<file path="config.mk">
export PLATFORM = sky130hd
export DESIGN_NAME = uart_tx_cfg_flat
export DESIGN_NICKNAME = d
export VERILOG_FILES = /design/src/rtl/uart_pkg.sv /design/src/rtl/uart_tx_cfg_if.sv /design/src/rtl/uart_baud_tick.sv /design/src/rtl/wrap_around_fifo.sv /design/src/rtl/uart_tx_cfg.sv /design/src/flat_wrapper.sv
export SDC_FILE = /design/constraint.sdc
export NUM_CORES = 1
export LEC_CHECK = 0
export ABC_AREA = 1
export CAP_MARGIN = 20
export CELL_PAD_IN_SITES_DETAIL_PLACEMENT = 1
export CELL_PAD_IN_SITES_GLOBAL_PLACEMENT = 1
export CORE_ASPECT_RATIO = 1.5
export CORE_UTILIZATION = 47
export CTS_BUF_LIST = sky130_fd_sc_hd__clkbuf_16
export CTS_CLUSTER_SIZE = 14
export DETAILED_ROUTE_END_ITERATION = 8
export GPL_TIMING_DRIVEN = 1
export HOLD_SLACK_MARGIN = 0.06
export PLACE_DENSITY_LB_ADDON = 0.1
export RECOVER_POWER = 50
export SKIP_LAST_GASP = 1
export SYNTH_ARGS = -nofsm -noshare
export SYNTH_HDL_FRONTEND = slang
export SYNTH_HIERARCHICAL = 1
export SYNTH_SLANG_ARGS = --single-unit
</file>
<file path="constraint.sdc">
create_clock -name clk_i -period 4.3 [get_ports clk_i]
set_clock_uncertainty 0.2 [all_clocks]
set_input_delay 1.29 -clock clk_i [delete_from_list [all_inputs] [get_ports clk_i]]
set_output_delay 1.29 -clock clk_i [all_outputs]
set_load 0.05 [all_outputs]
</file>
<file path="src/rtl/uart_pkg.sv">
// Shared types and helpers for the configurable UART transmitter.
// Defining UART_TX_BREAK_EN adds the BREAK state used by the line-break feature.
package uart_pkg;

  localparam int unsigned MIN_DATA_BITS = 5;
  localparam int unsigned MAX_DATA_BITS = 9;

  typedef enum logic [2:0] {
    IDLE,
    START,
    DATA,
    PARITY,
    STOP
`ifdef UART_TX_BREAK_EN
    , BREAK
`endif
  } state_t;

  function automatic logic [3:0] clamp_data_bits(input logic [3:0] req,
                                                 input logic [3:0] max_bits);
    if (req < 4'(MIN_DATA_BITS)) return 4'(MIN_DATA_BITS);
    if (req > max_bits) return max_bits;
    return req;
  endfunction

  // XOR of the low n bits, inverted for odd parity.
  function automatic logic parity_of(input logic [MAX_DATA_BITS-1:0] data,
                                     input logic [3:0] n, input logic odd);
    logic p;
    p = odd;
    for (int i = 0; i < int'(MAX_DATA_BITS); i++) begin
      if (i < int'(n)) p = p ^ data[i];
    end
    return p;
  endfunction

endpackage

</file>
<file path="src/rtl/uart_tx_cfg_if.sv">
// Bus-side write port of the UART transmitter: byte strobe/data in, FIFO status out.
interface uart_tx_cfg_if #(
  parameter int unsigned DATA_WIDTH = 8
);
  logic                  tx_wen;
  logic [DATA_WIDTH-1:0] din;
  logic                  full;
  logic                  empty;

  modport master (output tx_wen, din, input full, empty);
  modport slave  (input tx_wen, din, output full, empty);
endinterface

</file>
<file path="src/rtl/uart_baud_tick.sv">
// Bit-period counter: runs 0..div_i-1 and flags the last clock of each period.
module uart_baud_tick #(
  parameter int unsigned DIV_WIDTH = 16
) (
  input  logic                 clk_i,
  input  logic                 rst_ni,
  input  logic                 clr_i,
  input  logic [DIV_WIDTH-1:0] div_i,
  output logic                 tick_o
);
  logic [DIV_WIDTH-1:0] cnt_d, cnt_q;

  assign tick_o = (cnt_q == div_i - DIV_WIDTH'(1));

  always_comb begin
    cnt_d = cnt_q + DIV_WIDTH'(1);
    if (clr_i || tick_o) cnt_d = '0;
  end

  always_ff @(posedge clk_i or negedge rst_ni) begin
    if (!rst_ni) cnt_q <= '0;
    else         cnt_q <= cnt_d;
  end
endmodule

</file>
<file path="src/rtl/wrap_around_fifo.sv">
// Power-of-two FIFO with wrap-bit pointers; SHOW_AHEAD=1 presents the head word combinationally.
module wrap_around_fifo #(
  parameter int unsigned WIDTH      = 8,
  parameter int unsigned DEPTH      = 16,
  parameter bit          SHOW_AHEAD = 1'b1
) (
  input  logic             clk_i,
  input  logic             rst_ni,
  input  logic             wen_i,
  input  logic [WIDTH-1:0] din_i,
  input  logic             ren_i,
  output logic [WIDTH-1:0] dout_o,
  output logic             full_o,
  output logic             empty_o
);
  localparam int unsigned AW = $clog2(DEPTH);

  logic [AW:0]      wptr_d, wptr_q, rptr_d, rptr_q;
  logic [WIDTH-1:0] mem_q [DEPTH];
  logic             do_wr, do_rd;

  assign empty_o = (wptr_q == rptr_q);
  assign full_o  = (wptr_q[AW] != rptr_q[AW]) && (wptr_q[AW-1:0] == rptr_q[AW-1:0]);
  // A write while full is dropped even if a read frees a slot in the same cycle.
  assign do_wr   = wen_i && !full_o;
  assign do_rd   = ren_i && !empty_o;

  always_comb begin
    wptr_d = wptr_q + (AW+1)'(do_wr);
    rptr_d = rptr_q + (AW+1)'(do_rd);
  end

  always_ff @(posedge clk_i or negedge rst_ni) begin
    if (!rst_ni) begin
      wptr_q <= '0;
      rptr_q <= '0;
    end else begin
      wptr_q <= wptr_d;
      rptr_q <= rptr_d;
    end
  end

  always_ff @(posedge clk_i) begin
    if (do_wr) mem_q[wptr_q[AW-1:0]] <= din_i;
  end

  if (SHOW_AHEAD) begin : g_show_ahead
    assign dout_o = mem_q[rptr_q[AW-1:0]];
  end else begin : g_registered
    logic [WIDTH-1:0] dout_q;
    always_ff @(posedge clk_i) begin
      if (do_rd) dout_q <= mem_q[rptr_q[AW-1:0]];
    end
    assign dout_o = dout_q;
  end
endmodule

</file>
<file path="src/rtl/uart_tx_cfg.sv">
// Runtime-configurable UART transmitter (baud, 5..DATA_WIDTH bits, parity, 1/2 stop) with TX FIFO.
// Optional macro UART_TX_BREAK_EN adds the break_i input and the BREAK state.
module uart_tx_cfg
  import uart_pkg::*;
#(
  parameter int unsigned DATA_WIDTH = 8,
  parameter int unsigned FIFO_DEPTH = 16,
  parameter int unsigned DIV_WIDTH  = 16
) (
  input  logic                 clk_i,
  input  logic                 rst_ni,
  input  logic                 tx_en_i,
  input  logic [DIV_WIDTH-1:0] baud_div_i,
  input  logic [3:0]           data_bits_i,
  input  logic                 parity_en_i,
  input  logic                 parity_odd_i,
  input  logic                 stop2_i,
`ifdef UART_TX_BREAK_EN
  input  logic                 break_i,
`endif
  uart_tx_cfg_if.slave         bus,
  output logic                 busy_o,
  output logic                 done_o,
  output logic                 tx_bit_o
);
  state_t                   state_d, state_q;
  logic [DATA_WIDTH-1:0]    shift_d, shift_q, head;
  logic [DIV_WIDTH-1:0]     div_d, div_q, div_eff;
  logic [3:0]               nbits_d, nbits_q, bit_cnt_d, bit_cnt_q;
  logic                     par_en_d, par_en_q, par_bit_d, par_bit_q;
  logic                     stop2_d, stop2_q, tx_bit_d, tx_bit_q;
  logic                     clr, tick, frame_end, can_pop, start_frame;
  logic [MAX_DATA_BITS-1:0] head_ext;

  wrap_around_fifo #(.WIDTH(DATA_WIDTH), .DEPTH(FIFO_DEPTH), .SHOW_AHEAD(1'b1)) u_fifo (
    .clk_i   (clk_i),
    .rst_ni  (rst_ni),
    .wen_i   (bus.tx_wen),
    .din_i   (bus.din),
    .ren_i   (start_frame),
    .dout_o  (head),
    .full_o  (bus.full),
    .empty_o (bus.empty)
  );

  uart_baud_tick #(.DIV_WIDTH(DIV_WIDTH)) u_tick (
    .clk_i  (clk_i),
    .rst_ni (rst_ni),
    .clr_i  (clr),
    .div_i  (div_q),
    .tick_o (tick)
  );

  assign div_eff   = (baud_div_i == '0) ? DIV_WIDTH'(1) : baud_div_i;
  assign head_ext  = MAX_DATA_BITS'(head);
  assign can_pop   = tx_en_i && !bus.empty;
  // bit_cnt_q[0] marks the second stop bit when two are configured.
  assign frame_end = (state_q == STOP) && tick && (!stop2_q || bit_cnt_q[0]);

  always_comb begin
    state_d     = state_q;
    shift_d     = shift_q;
    div_d       = div_q;
    nbits_d     = nbits_q;
    bit_cnt_d   = bit_cnt_q;
    par_en_d    = par_en_q;
    par_bit_d   = par_bit_q;
    stop2_d     = stop2_q;
    tx_bit_d    = tx_bit_q;
    clr         = 1'b0;
    start_frame = 1'b0;
    case (state_q)
      IDLE: begin
        clr      = 1'b1;
        tx_bit_d = 1'b1;
`ifdef UART_TX_BREAK_EN
        if (break_i) begin
          state_d   = BREAK;
          tx_bit_d  = 1'b0;
          bit_cnt_d = '0;
        end else
`endif
        if (can_pop) start_frame = 1'b1;
      end
      START: if (tick) begin
        state_d   = DATA;
        tx_bit_d  = shift_q[0];
        shift_d   = shift_q >> 1;
        bit_cnt_d = '0;
      end
      DATA: if (tick) begin
        if (bit_cnt_q == nbits_q - 4'd1) begin
          state_d   = par_en_q ? PARITY : STOP;
          tx_bit_d  = par_en_q ? par_bit_q : 1'b1;
          bit_cnt_d = '0;
        end else begin
          tx_bit_d  = shift_q[0];
          shift_d   = shift_q >> 1;
          bit_cnt_d = bit_cnt_q + 4'd1;
        end
      end
      PARITY: if (tick) begin
        state_d   = STOP;
        tx_bit_d  = 1'b1;
        bit_cnt_d = '0;
      end
      STOP: if (tick) begin
        if (frame_end) begin
          state_d = IDLE;
          if (can_pop) start_frame = 1'b1;
        end else begin
          bit_cnt_d = 4'd1;
        end
      end
`ifdef UART_TX_BREAK_EN
      // bit_cnt_q==0: line held low; ==1: one high bit period after release.
      BREAK: begin
        if (bit_cnt_q == '0) begin
          tx_bit_d = 1'b0;
          if (!break_i) begin
            bit_cnt_d = 4'd1;
            tx_bit_d  = 1'b1;
            div_d     = div_eff;
            clr       = 1'b1;
          end
        end else if (tick) begin
          state_d = IDLE;
          if (can_pop) start_frame = 1'b1;
        end
      end
`endif
      default: state_d = IDLE;
    endcase

    if (start_frame) begin
      state_d   = START;
      clr       = 1'b1;
      tx_bit_d  = 1'b0;
      shift_d   = head;
      nbits_d   = clamp_data_bits(data_bits_i, 4'(DATA_WIDTH));
      par_en_d  = parity_en_i;
      par_bit_d = parity_of(head_ext, clamp_data_bits(data_bits_i, 4'(DATA_WIDTH)), parity_odd_i);
      stop2_d   = stop2_i;
      div_d     = div_eff;
    end
  end

  always_ff @(posedge clk_i or negedge rst_ni) begin
    if (!rst_ni) begin
      state_q   <= IDLE;
      shift_q   <= '0;
      div_q     <= DIV_WIDTH'(1);
      nbits_q   <= 4'(MIN_DATA_BITS);
      bit_cnt_q <= '0;
      par_en_q  <= 1'b0;
      par_bit_q <= 1'b0;
      stop2_q   <= 1'b0;
      tx_bit_q  <= 1'b1;
    end else begin
      state_q   <= state_d;
      shift_q   <= shift_d;
      div_q     <= div_d;
      nbits_q   <= nbits_d;
      bit_cnt_q <= bit_cnt_d;
      par_en_q  <= par_en_d;
      par_bit_q <= par_bit_d;
      stop2_q   <= stop2_d;
      tx_bit_q  <= tx_bit_d;
    end
  end

  assign tx_bit_o = tx_bit_q;
  assign busy_o   = (state_q != IDLE);
  assign done_o   = frame_end;
endmodule

</file>
<file path="src/flat_wrapper.sv">
// flat-port wrapper written by rule: the top's interface ports become plain ports
module uart_tx_cfg_flat import uart_pkg::*;
#(
  parameter int unsigned DATA_WIDTH = 8,
  parameter int unsigned FIFO_DEPTH = 16,
  parameter int unsigned DIV_WIDTH  = 16
)
  (clk_i, rst_ni, tx_en_i, baud_div_i, data_bits_i, parity_en_i, parity_odd_i, stop2_i, busy_o, done_o, tx_bit_o, bus_tx_wen, bus_din, bus_full, bus_empty);
  uart_tx_cfg_if #(.DATA_WIDTH(DATA_WIDTH)) bus_i ();
  input  logic clk_i;
  input  logic rst_ni;
  input  logic tx_en_i;
  input  logic [DIV_WIDTH-1:0] baud_div_i;
  input  logic [3:0] data_bits_i;
  input  logic parity_en_i;
  input  logic parity_odd_i;
  input  logic stop2_i;
  output logic busy_o;
  output logic done_o;
  output logic tx_bit_o;
  input wire logic [$bits(bus_i.tx_wen)-1:0] bus_tx_wen;
  input wire logic [$bits(bus_i.din)-1:0] bus_din;
  output wire logic [$bits(bus_i.full)-1:0] bus_full;
  output wire logic [$bits(bus_i.empty)-1:0] bus_empty;
  assign bus_i.tx_wen = bus_tx_wen;
  assign bus_i.din = bus_din;
  assign bus_full = bus_i.full;
  assign bus_empty = bus_i.empty;
  uart_tx_cfg #(.DATA_WIDTH(DATA_WIDTH), .FIFO_DEPTH(FIFO_DEPTH), .DIV_WIDTH(DIV_WIDTH)) u_core (.clk_i(clk_i), .rst_ni(rst_ni), .tx_en_i(tx_en_i), .baud_div_i(baud_div_i), .data_bits_i(data_bits_i), .parity_en_i(parity_en_i), .parity_odd_i(parity_odd_i), .stop2_i(stop2_i), .bus(bus_i), .busy_o(busy_o), .done_o(done_o), .tx_bit_o(tx_bit_o));
endmodule
</file>
======== Word-level counts from Yosys, hierarchy flattened ========
Memories as Yosys holds them, arrays and structs flattened.
Index checks and enable logic that the tools add are counted.
word-level totals
  register bits after elaboration ......... 65
  RAM bits ................................ 128
  bits of input ports ..................... 35
  output and inout port bits .............. 5
  logic and storage cells ................. 142
  memories ................................ 1
operators by class
  $add $sub $neg .......................... 6
  $lt $le $gt $ge ......................... 10
  eq/ne operators ......................... 21
  multiplexer cells ....................... 62
  bitwise operators ....................... 8
  reductions and logical operators ........ 22
memory list
  memory               depth  width  rd ports  clocked after memory_dff  write ports  line                    source
  u_core.u_fifo.mem_q  16     8      1         0                         1            wrap_around_fifo.sv:19  logic [WIDTH-1:0] mem_q [DEPTH];
operators with widths
  kind                                                                  number
  4-bit 2-to-1 mux                                                      10
  1-bit 2-to-1 mux                                                      33
  16-bit 2-to-1 mux                                                     2
  8-bit 2-to-1 mux                                                      4
  3-bit 2-to-1 mux                                                      8
  16-bit by 1-bit adder with 16-bit output, second input constant       1
  16-bit == test                                                        1
  16-bit logical NOT                                                    1
  3-bit by 4-bit < comparator with 1-bit output, first input constant   4
  8-bit case mux with 2 select lines                                    1
  16-bit by 1-bit subtractor with 16-bit output, second input constant  1
  3-bit by 2-bit != test with 1-bit output, second input constant       5
  3-bit case mux with 5 select lines                                    1
  4-bit case mux with 3 select lines                                    1
  5-bit by 1-bit adder with 5-bit output                                2
  3-bit nonzero test                                                    3
  4-bit == test                                                         2
  1-bit by 4-bit < comparator with 1-bit output, first input constant   2
  2-bit by 4-bit < comparator with 1-bit output, first input constant   2
  4-bit AND reduction                                                   2
  1-bit bitwise XOR                                                     8
  7-bit AND reduction                                                   1
  3-bit by 2-bit == test with 1-bit output, second input constant       2
  1-bit logical AND                                                     6
  19 further kinds                                                      26

======== Logic depth before layout (Yosys ltp) ========
  depth in word-level cells ............... 36
  depth in mapped cells ................... 25
  mapped depth without buffers ............ 24

======== Cells and area by module ========
Netlist, hierarchy kept.
by module, submodules not included
  module            instances  cells each  area each (um^2)  seq. area each (um^2)
  wrap_around_fifo  1          612         6,124.6           4,093.9
  uart_tx_cfg       1          294         2,213.4           980.9
  uart_baud_tick    1          230         1,483.9           400.4

======== Worst setup path after synthesis ========
Ideal clock, no wire load.
  kind .................................... reg2out
  from .................................... reg u_core.div_q[0]
  to ...................................... out done_o
  arrival ................................. 2.072 ns
  required time ........................... 2.810 ns
  slack ................................... 0.738 ns
  cell stages (with the launch flop) ...... 16
  buffers on the path ..................... 0
  path through ............................ dfstp_2 > inv_1 > ha_1 > nand2_1 > inv_1 > nor2_1 > nand2_1 > nor2_1 > nand3_1 > nor2_1 > nand2_1 > nor2_1 > nand2_2 > inv_1 > nand3_2 > inv_2
between the ends
  word-level cells in the longest chain between the ends .. 4
ends and longest elaborated chain
  element                                        line                  source
  start: declaration                             uart_tx_cfg.sv:28     logic [DIV_WIDTH-1:0] div_d, div_q, div_eff;
  start signal: assignment                       uart_tx_cfg.sv:162    div_q <= div_d;
  16-bit by 1-bit subtractor with 16-bit output  uart_baud_tick.sv:13  assign tick_o = (cnt_q == div_i - DIV_WIDTH'(1));
  16-bit == test                                 uart_baud_tick.sv:13
  via u_core.tick                                uart_tx_cfg.sv:32     logic clr, tick, frame_end, can_pop, start_frame;
  1-bit logical AND (2 in a row)                 uart_tx_cfg.sv:58     assign frame_end = (state_q == STOP) && tick && (!stop2_q || bit_cnt_q[0]);
  end: declaration                               flat_wrapper.sv:19    output logic done_o;
The timed path passes the listed nets, and every way through them passes these cells.

======== Final worst setup path ========
Ends and elaborated chain as after synthesis.

==> summary.txt <==
Outcome
  • Status: complete, but fails checks
  • Failing checks: capacitance limit, slew limit

Synth
  • Post-synthesis mux area share: 0.00306
  • Simple-Gate Fraction of Synth Area: 0.282
  • Post-Syn Nets: around 1.2k
  • Synth top area share: 0.391
  • Mapped Cells: about 1.1k
  • Synth Area in XOR/XNOR: 0.0303
  • Largest area contributor in the netlist: edfxtp_1
  • Synth top cells by count: 369 x nand2_1, 170 x inv_1, 130 x nand3_1
  • Number of synthesized flops with an enable pin: 128
  • Mapped cell area: roughly 9800 µm²
  • Top-count cell post-synth: nand2_1
  • Largest cells by area after synthesis: edfxtp_1 39%, dfrtp_1 16%, nand2_1 14%
  • Syn Area/Cell: slightly below 9 µm²
  • Synth Area in Compound Gates: 0.0247
  • Sequential cell area fraction in the yosys report: 0.557
  • Largest family of logic cells by synthesized area: simple AND/OR/NAND/NOR gates
  • Seq cells post-synth: approximately 190
  • Unique masters post-synth: 38
  • Ys flop type: edfxtp_1
  • Post-synth ARST share: 0.337
  • Synth warnings: 6
  • Adder-Cell Fraction of Synth Area: 0.0102

Placed design
  • Placer Congestion: between 0.7 and 0.8
  • Placed cells: about 1.4k
  • Place WS: 0.416 ns
  • DPL Wire Length: 17000 µm
  • I/O Buffers: 39

Hold path
  • Hold path depth: 2
  • Hold worst-path end: u_core/tx_bit_o
  • Worst min-delay path class: reg2reg
  • HP Start: u_core/tx_bit_o

Finish
  • Non-filler cells in the finished layout: around 1.5k
  • Final #Nets: approximately 1.2k
  • Share of post-route cells with drive strength above 1: 0.0911
  • Area Overhead vs Synth: 12.2%
  • Layout fillers: 2402
  • Antenna cells: 0
  • FF/Latch Area: about 5500 µm²
  • Multi-input gate area in the final layout: ~3400 µm²
  • Post-layout util: 0.540

STA
  • Tcrit/Tclk final: 0.948
  • Fmax: 0.245 GHz
  • Final setup margin: approximately 0.22 ns
  • Setup TNS: 0 ns
  • Max Slew Vio Count: 66
  • Final Hold Viols: 0
  • Minimum clock period after layout: 4.08 ns
  • Relative slew slack: -0.145
  • Worst-Margin Slew: around 1.7 ns
  • Final setup vio count: 0

Power and ir drop
  • NetSw: ~3.2 mW
  • Internal power: approximately 4.2 mW
  • Peak VDD IR: approximately 0.40 mV
  • Power per standard cell area: about 670 nW/µm²
  • Seq pwr share: 0.358
  • Clock share of power: 0.199
  • Comb pwr share: 0.442
  • Total power: roughly 7.4 mW
  • Switching portion of total power: 0.433
  • Lkg Pwr: around 5.1 nW

Clocking
  • CTS Buf Count: 17
  • CTS sink cnt: a little under 200
  • H-tree depth: 4
  • CTS Buffer Depth: 2
  • Clock transition at path regs: ~0.060 ns
  • Clock latency on the worst-skew pair: roughly 0.44 ns
  • Hold_buf cts: 0
  • CTS tree: built
  • Clock root cell: clkbuf_16

Global route
  • Largest net degree at the start of global routing: 66
  • Global-route wire length before repair: just over 40000 µm
  • Initial antenna violation count: 0
  • GRT Util Overall: 0.251
  • Number of global-route vias before repair: a little under 8k
  • Global route overflow: 0

Critical path
  • Reg2Reg Depth: 24
  • Worst EP required: roughly 2.8 ns
  • Data arrival, critical path: 2.59 ns
  • Worst r2r src: u_core/div_q[0]
  • WS Path Type: reg2out
  • Worst reg2reg path endpoint: u_core/u_fifo/rptr_q[4]
  • Startpoint types: register
  • Crit path max fanout: 5
  • R2R setup slack: 0.93 ns
  • Crit end category: primary output

Drt
  • Initial DRC count: around 360
  • Via/cell ratio: 5.11
  • Post-DRT Antenna Nets: 0
  • Detailed-route via count: 7409
  • WL per Instance: 17.1 µm
  • DRC Markers: 0
  • Routed wire length: around 25000 µm
  • 1st-pass router iterations: 4

Die
  • Die width: approximately 120 µm
  • Rows: 64
  • Placeable Area: between 20000 and 25000 µm²
  • Die height: around 180 µm
  • I/O pins: 40
  • Initial Util: 0.481
  • Die Footprint: ~21000 µm²

Job
  • Max-cap check violation count: 1
==> cell usage in the layout (no fill, tap or decap), drive strengths merged, types with 18 or more instances in the layout <==
| cell type | count |
|---|---|
| nand2 | 381 |
| clkbuf | 18 |
| xor2 | 24 |
| edfxtp | 128 |
| dfrtp | 61 |
| clkdlybuf4s50 | 26 |
| buf | 23 |
| nand3 | 134 |
| inv | 186 |
| o21ai | 30 |
| nor2 | 95 |
==> sequential cells by signal, summed over array words and instances, names as in the netlist <==
signal / count
u_core/u_tick/cnt_q: 16
u_core/stop2_q: 1
u_core/bit_cnt_q: 4
u_core/shift_q: 8
u_core/tx_bit_o: 1
u_core/u_fifo/mem_q: 128
u_core/par_bit_q: 1
u_core/u_fifo/rptr_q: 5
u_core/u_fifo/wptr_q: 5
u_core/par_en_q: 1
u_core/div_q: 16
u_core/nbits_q: 4
u_core/state_q: 3
==> area by class of cell <==
type,instances,share of cell area
inverters,180,0.0615
well taps,264,0.0300
multi-input cells,723,0.312
clock buffers,17,0.0386
repair buffers,59,0.0511
flip-flops and latches,193,0.497
clock inverters,14,0.0101
==> power by group through the flow <==
stage | logic, mW | registers, mW | clock network, mW
after floorplan | 2.46 | 2.57 | 0
after global placement | 3.17 | 2.68 | 0
after detailed placement | 3.26 | 2.69 | 0
after CTS | 3.32 | 2.66 | 1.52
after global routing | 3.72 | 2.70 | 1.58
final | 3.28 | 2.65 | 1.48
==> worst max-delay path, cell delays in order (launching register included) <==
cell and delay [ns]:
dfstp_2 0.55, inv_2 0.06, ha_1 0.31, nand2_1 0.07, inv_1 0.04, nor2_1 0.08
nand2_1 0.06, nor2_1 0.09, nand3_1 0.07, nor2_1 0.10, nand2_1 0.08, nor2_1 0.12
nand2_2 0.10, inv_4 0.09, nand3_4 0.09, inv_2 0.09, buf_12 0.13
==> how the worst max path moves through the flow <==
stage,end,cells after the start,startpoint
CTS,done_o,16,u_core/div_q[0]
finish,done_o,16,u_core/div_q[0]
global placement,done_o,16,u_core/div_q[0]
detailed placement,done_o,16,u_core/div_q[0]
floorplan,done_o,15,u_core/div_q[0]
global route,done_o,16,u_core/div_q[0]
==> timing repair <==
item | in CTS | in global routing
gates resized for setup | 1 | 3
setup endpoints to repair | 1 | 1
buffers inserted | 0 | 5
pin swaps | 0 | 1
==> stage by stage <==
stage | hold slack, ns | cell area [µm²]
floorplan | 0.242 | 9820
global placement | 0.256 | 10400
detailed placement | 0.266 | 10400
CTS | 0.288 | 11000
global route | 0.306 | 11000
finish | 0.285 | 11000
==> routing by layer <==
| metal | vias to the layer above | wire (µm) | track usage |
|---|---|---|---|
| li1 | 3643 | - | - |
| met1 | 3631 | 10000 | 0.284 |
| met2 | 96 | 13400 | 0.466 |
| met3 | 39 | 636 | 0.0372 |
| met4 | 0 | 777 | 0.105 |
| met5 | - | 0 | 0 |
==> cell families (layout without fill, tap and decap cells) <==
kind of cell | after synthesis | count (layout)
buffers and inverters | 220 | 270
DFF | 193 | 193
xor gates and xnor gates | 34 | 34
AOI/OAI and AO/OA | 42 | 42
and+or+nand+nor | 636 | 636
adders and majority gates | 8 | 8
muxes | 3 | 3
Note: power is estimated with default switching activity, not from simulation.
